==> src/rtl/network_pkg.sv <==
// Shared types, defaults and helpers for the bitstream network sequencer.
package network_pkg;

    localparam int DEFAULT_STREAM_LENGTH = 256;
    localparam int DEFAULT_VALUE_WIDTH   = 8;
    localparam int SCORE_WIDTH           = 32;

    typedef logic signed [SCORE_WIDTH-1:0] word_t;

    typedef enum logic [2:0] {
        IDLE,
        WARMUP,
        RUN,
        CAPTURE,
        SAMPLE,
        DONE
    } ctrl_state_t;

    function automatic int max_int(input int a, input int b);
        return (a > b) ? a : b;
    endfunction

    // A single-output network still needs a one-bit class port.
    function automatic int class_width(input int n);
        return (n > 1) ? $clog2(n) : 1;
    endfunction

    function automatic word_t clamp_value(input word_t value, input int value_width);
        word_t limit;
        limit = (word_t'(1) <<< value_width) - word_t'(1);
        if (value < 0)
            return '0;
        if (value > limit)
            return limit;
        return value;
    endfunction

endpackage

==> src/rtl/argmax_select.sv <==
// Registered argmax over N signed scores; ties resolve to the lowest index.
module argmax_select
    import network_pkg::*;
#(
    parameter int N = 1,
    parameter int W = SCORE_WIDTH
) (
    input  logic                      clk,
    input  logic                      n_rst,
    input  logic                      en,
    input  logic signed [W-1:0]       scores [N],
    output logic [class_width(N)-1:0] index,
    output logic signed [W-1:0]       max_value
);

    localparam int IDX_W = class_width(N);

    logic [IDX_W-1:0]    best_idx;
    logic signed [W-1:0] best_val;

    // NOTE: every variable driven here gets a default first, so no path can infer a latch.
    always_comb begin
        best_idx = '0;
        best_val = scores[0];
        for (int i = 1; i < N; i++) begin
            if (scores[i] > best_val) begin
                best_idx = IDX_W'(i);
                best_val = scores[i];
            end
        end
    end

    always_ff @(posedge clk or negedge n_rst) begin
        if (!n_rst) begin
            index     <= '0;
            max_value <= '0;
        end else if (en) begin
            index     <= best_idx;
            max_value <= best_val;
        end
    end

endmodule

==> src/rtl/network_controller.sv <==
// Sequencer feeding one held sample through a warm-up plus counted bitstream window,
// then capturing the network scores and their argmax behind a valid/ready port.
module network_controller
    import network_pkg::*;
#(
    parameter int INPUT_SIZE    = 2,
    parameter int OUTPUT_SIZE   = 1,
    parameter int VALUE_WIDTH   = DEFAULT_VALUE_WIDTH,
    parameter int WARMUP        = 16,
    parameter int STREAM_LENGTH = DEFAULT_STREAM_LENGTH
) (
    input  logic                                clk,
    input  logic                                n_rst,
    input  logic                                in_valid,
    output logic                                in_ready,
    input  word_t                               sample_in      [INPUT_SIZE],
    input  logic                                abort,
    output word_t                               network_input  [INPUT_SIZE],
    output logic                                compute,
    input  word_t                               network_output [OUTPUT_SIZE],
    output logic                                out_valid,
    input  logic                                out_ready,
    output word_t                               result_scores  [OUTPUT_SIZE],
    output logic [class_width(OUTPUT_SIZE)-1:0] result_class,
    output logic                                busy
);

    localparam int CNT_W = $clog2(max_int(WARMUP, STREAM_LENGTH) + 1);
    localparam logic [CNT_W-1:0] WARMUP_LAST = CNT_W'((WARMUP > 0) ? WARMUP - 1 : 0);
    localparam logic [CNT_W-1:0] RUN_LAST    = CNT_W'(STREAM_LENGTH - 1);

    ctrl_state_t state;
    ctrl_state_t next_state;
    logic [CNT_W-1:0] count;
    logic  load_en;
    logic  sample_en;
    word_t result_max;

    assign load_en   = (state == IDLE) && in_valid && !abort;
    assign sample_en = (state == SAMPLE) && !abort;

    // NOTE: sequential state uses non-blocking assignments so every register samples pre-edge values.
    always_ff @(posedge clk or negedge n_rst) begin
        if (!n_rst)
            state <= IDLE;
        else
            state <= next_state;
    end

    always_comb begin
        next_state = state;
        case (state)
            IDLE:             if (load_en) next_state = (WARMUP == 0) ? RUN : network_pkg::WARMUP;
            network_pkg::WARMUP:
                if (abort)                     next_state = IDLE;
                else if (count == WARMUP_LAST) next_state = RUN;
            RUN:
                if (abort)                  next_state = IDLE;
                else if (count == RUN_LAST) next_state = CAPTURE;
            CAPTURE:          next_state = abort ? IDLE : SAMPLE;
            SAMPLE:           next_state = abort ? IDLE : DONE;
            DONE:             if (abort || out_ready) next_state = IDLE;
            default:          next_state = IDLE;
        endcase
    end

    // An abort in CAPTURE suppresses the strobe so the integrators never latch a cut window.
    always_comb begin
        in_ready  = (state == IDLE);
        busy      = (state != IDLE);
        compute   = (state == CAPTURE) && !abort;
        out_valid = (state == DONE);
    end

    // Any state change, including an abort, restarts the window count.
    always_ff @(posedge clk or negedge n_rst) begin
        if (!n_rst)
            count <= '0;
        else if (next_state != state)
            count <= '0;
        else if (state == network_pkg::WARMUP || state == RUN)
            count <= count + 1'b1;
    end

    // NOTE: these register arrays are reset element by element; they drive outputs with defined reset values.
    always_ff @(posedge clk or negedge n_rst) begin
        if (!n_rst) begin
            for (int i = 0; i < INPUT_SIZE; i++)
                network_input[i] <= '0;
        end else if (load_en) begin
            for (int i = 0; i < INPUT_SIZE; i++)
                network_input[i] <= clamp_value(sample_in[i], VALUE_WIDTH);
        end
    end

    always_ff @(posedge clk or negedge n_rst) begin
        if (!n_rst) begin
            for (int j = 0; j < OUTPUT_SIZE; j++)
                result_scores[j] <= '0;
        end else if (sample_en) begin
            for (int j = 0; j < OUTPUT_SIZE; j++)
                result_scores[j] <= network_output[j];
        end
    end

    argmax_select #(
        .N (OUTPUT_SIZE),
        .W (SCORE_WIDTH)
    ) u_argmax (
        .clk       (clk),
        .n_rst     (n_rst),
        .en        (sample_en),
        .scores    (network_output),
        .index     (result_class),
        .max_value (result_max)
    );

    // The registered maximum must be the score the registered class points at.
    always_comb begin
        if (state == DONE)
            assert (result_max == result_scores[result_class]);
    end

endmodule

==> config.mk <==
export PLATFORM = sky130hd
export DESIGN_NAME = network_controller
export DESIGN_NICKNAME = d
export VERILOG_FILES = /design/src/rtl/network_pkg.sv /design/src/rtl/argmax_select.sv /design/src/rtl/network_controller.sv
export SDC_FILE = /design/constraint.sdc
export NUM_CORES = 1
export LEC_CHECK = 0
export ABC_AREA = 1
export BUFFER_PORTS_ARGS = -buffer_cell sky130_fd_sc_hd__buf_2
export CAP_MARGIN = 5
export CORE_ASPECT_RATIO = 0.75
export CORE_UTILIZATION = 39
export CTS_CLUSTER_DIAMETER = 40
export DETAILED_ROUTE_END_ITERATION = 7
export PLACE_DENSITY = 0.8
export SYNTH_ARGS = -nofsm -noshare
export SYNTH_HDL_FRONTEND = slang
export SYNTH_SLANG_ARGS = --single-unit
==> constraint.sdc <==
create_clock -name clk -period 5.3 [get_ports clk]
set_clock_uncertainty 0.1 [all_clocks]
set_input_delay 0.53 -clock clk [delete_from_list [all_inputs] [get_ports clk]]
set_output_delay 0.53 -clock clk [all_outputs]
set_load 0.02 [all_outputs]
==> qor.csv <==
metric,value,unit
ant_nets,0,
crit_required,5.47,ns
rsz0062_at_grt,no,
violations,DRC,
clk_latency,0.33,ns
place_congestion,0.805,
clock-sinks,106,
seq_area,2650,um^2
die_w,125,um
status,"complete, but fails checks",
powerDensity,288,nW/um^2
arrival,2.77,ns
synth_cells,441,
finalMaxSlewViolations,0,
nets,743,
multi_input_area,1400,um^2
dr.max_layer_used,met4,
min_period_over_period,0.491,
die_area,11800,um^2
cts_hold_buf,0,
antenna_found_initial,0,
drt_iter0_drc,153,
reg2reg_slack,2.70,ns
syn2layout_area_growth,30.5,%
final-hold-violation-count,0,
relSlewSlack,0.283,
fmax,384,MHz
synth_seq_area_share,0.597,
timing.rr.start,state[0],
htreeDepth,3,
power,1670,uW
die_y,94.5,um
root_buffer,clkbuf_16,
maxCapViolCount,0,
crit_fanout,48,
r2r_cells,7,
post-dp-hpwl,7220,um
grt_max_degree,65,
ir_drop,0.000171,V
grt_overflow,0,
grt_pass1_wl,16000,um
layout_min_cycle_time,2.60,ns
r2r_end,network_input[1],
yosys_warnings,0,
start_util,0.403,
cts_tree,built,
leakagePower,0.00337,uW
portBuffers,198,
grt_pass1_vias,3482,
ios,202,
met1_length,4120,um
synth_area,4440,um^2
n_antenna_cell,0,
hold_class,in -> async,
synth_cell_type_count,31,
cts_buffers,9,
met3_length,575,um
wl_met2,4800,um
coreArea,11000,um^2
fin_setup_tns,0,ns
cts_resized,0,
dr.pass1.iters,6,
drc,8,
worstSetupPathType,reg -> reg,
cts_buffer_depth,2,
gr-usage-all-layers,0.168,
worstMarginPinSlew,1.07,ns
clkTransAtPathRegs,0.06,ns
ys_seq_elements,106,
post-cts-setup-buffer-count,0,
route.vias.total,3437,
avgSynthCellArea,10.1,um^2
startpoint_type,flop,
drive_gt1_frac,0.418,
setup-violations-final,0,
wl,9600,um
cp-end-kind,flop,
vias_per_cell,4.39,
core.rowCount,33,
fillers,1005,
avgRoutedWirePerCell,12.3,um
## flip-flops by register name, summed over array words and instances (netlist names)
| name | cells |
|---|---|
| network_input | 62 |
| result_scores | 32 |
| count | 9 |
| state | 3 |
## cell families after synthesis
logic type	Yosys count	synth area share
AND/OR/NAND/NOR	192	0.194
flip-flops	106	0.597
XOR/XNOR	7	0.0138
other	1	0.000844
AO/OA/AOI/OAI	7	0.0121
adder cells (fa/ha/maj)	2	0.00563
multiplexers	34	0.0859
buffers and inverters	92	0.0909
## power by group
part	switching (uW)	internal [uW]	total (uW)
clock	266	351	617
sequential	20.3	838	858
combinational	120	74.7	195
total	406	1260	1670
## Yosys cell counts, drive strengths merged
cell type  count  area share
and2           1      0.0014
nor3           1      0.0023
or2            3      0.0042
nor2          83       0.078
o31ai          1      0.0017
xor2           6       0.012
o21bai         2      0.0051
nand4          5      0.0070
nor4           5      0.0070
conb           1     0.00084
mux2i          1      0.0023
mux2          33       0.084
ha             2      0.0056
nand2         82       0.072
nand3         12       0.023
buf           13       0.024
a21oi          4      0.0053
xnor2          1      0.0020
inv           79       0.067
dfrtp        106        0.60
## how the worst max path moves through the flow
| stage | startpoint | endpoint | slack [ns] | depth (start not counted) |
|---|---|---|---|---|
| after CTS | state[0] | network_input[1] | 2.64 | 7 |
| after global routing | state[0] | network_input[33] | 2.44 | 7 |
| after detailed placement | abort | network_input[1] | 2.51 | 8 |
| final | state[0] | network_input[1] | 2.70 | 7 |
| after floorplan | count[0] | count[1] | 3.49 | 12 |
| after global placement | abort | network_input[39] | 2.65 | 8 |
## layer usage
| metal | global-route usage | up-vias |
|---|---|---|
| met3 | 0.0538 | 17 |
| met2 | 0.304 | 108 |
| met1 | 0.194 | 1599 |
| met4 | 0.0478 | 0 |
| li1 | - | 1713 |
| met5 | 0 | - |
## stage by stage
step	hold WS [ns]	utilization	setup slack [ns]	instances	cell area (um^2)
after floorplan	0.134	-	3.49	443	4450
after global placement	0.368	0.501	2.65	769	5520
after detailed placement	0.363	0.501	2.51	769	5520
after CTS	0.0936	0.526	2.64	783	5800
after global routing	0.111	0.526	2.44	783	5800
final	0.0767	0.526	2.70	783	5800
## critical path, stage by stage (launching register included)
cell,delay (ns)
dfrtp_1,0.49
nor2_2,0.20
nand2_2,0.10
nor2_4,0.81
inv_2,0.38
nor2_4,0.28
nand2_1,0.09
nand2_1,0.06
## cell type report
type	instances	share of cell area
Multi-Input combinational cell	245	0.241
Clock inverter	2	0.00216
Timing Repair Buffer	199	0.173
Tap cell	140	0.0302
Clock buffer	12	0.0460
Inverter	79	0.0511
Sequential cell	106	0.457
## placed cells by master (no fill, tap or decap), types with 5 or more instances in the layout
master / netlist / layout
clkbuf_16: 0 / 9
nand4_1: 5 / 5
nand3_1: 7 / 7
nor2_2: 5 / 5
nor4_1: 5 / 5
buf_2: 2 / 197
inv_1: 76 / 76
nand2_1: 78 / 78
nor2_1: 75 / 75
dfrtp_1: 106 / 106
mux2_2: 31 / 31
xor2_1: 6 / 6
No activity file was read; power rests on OpenSTA's default activity.
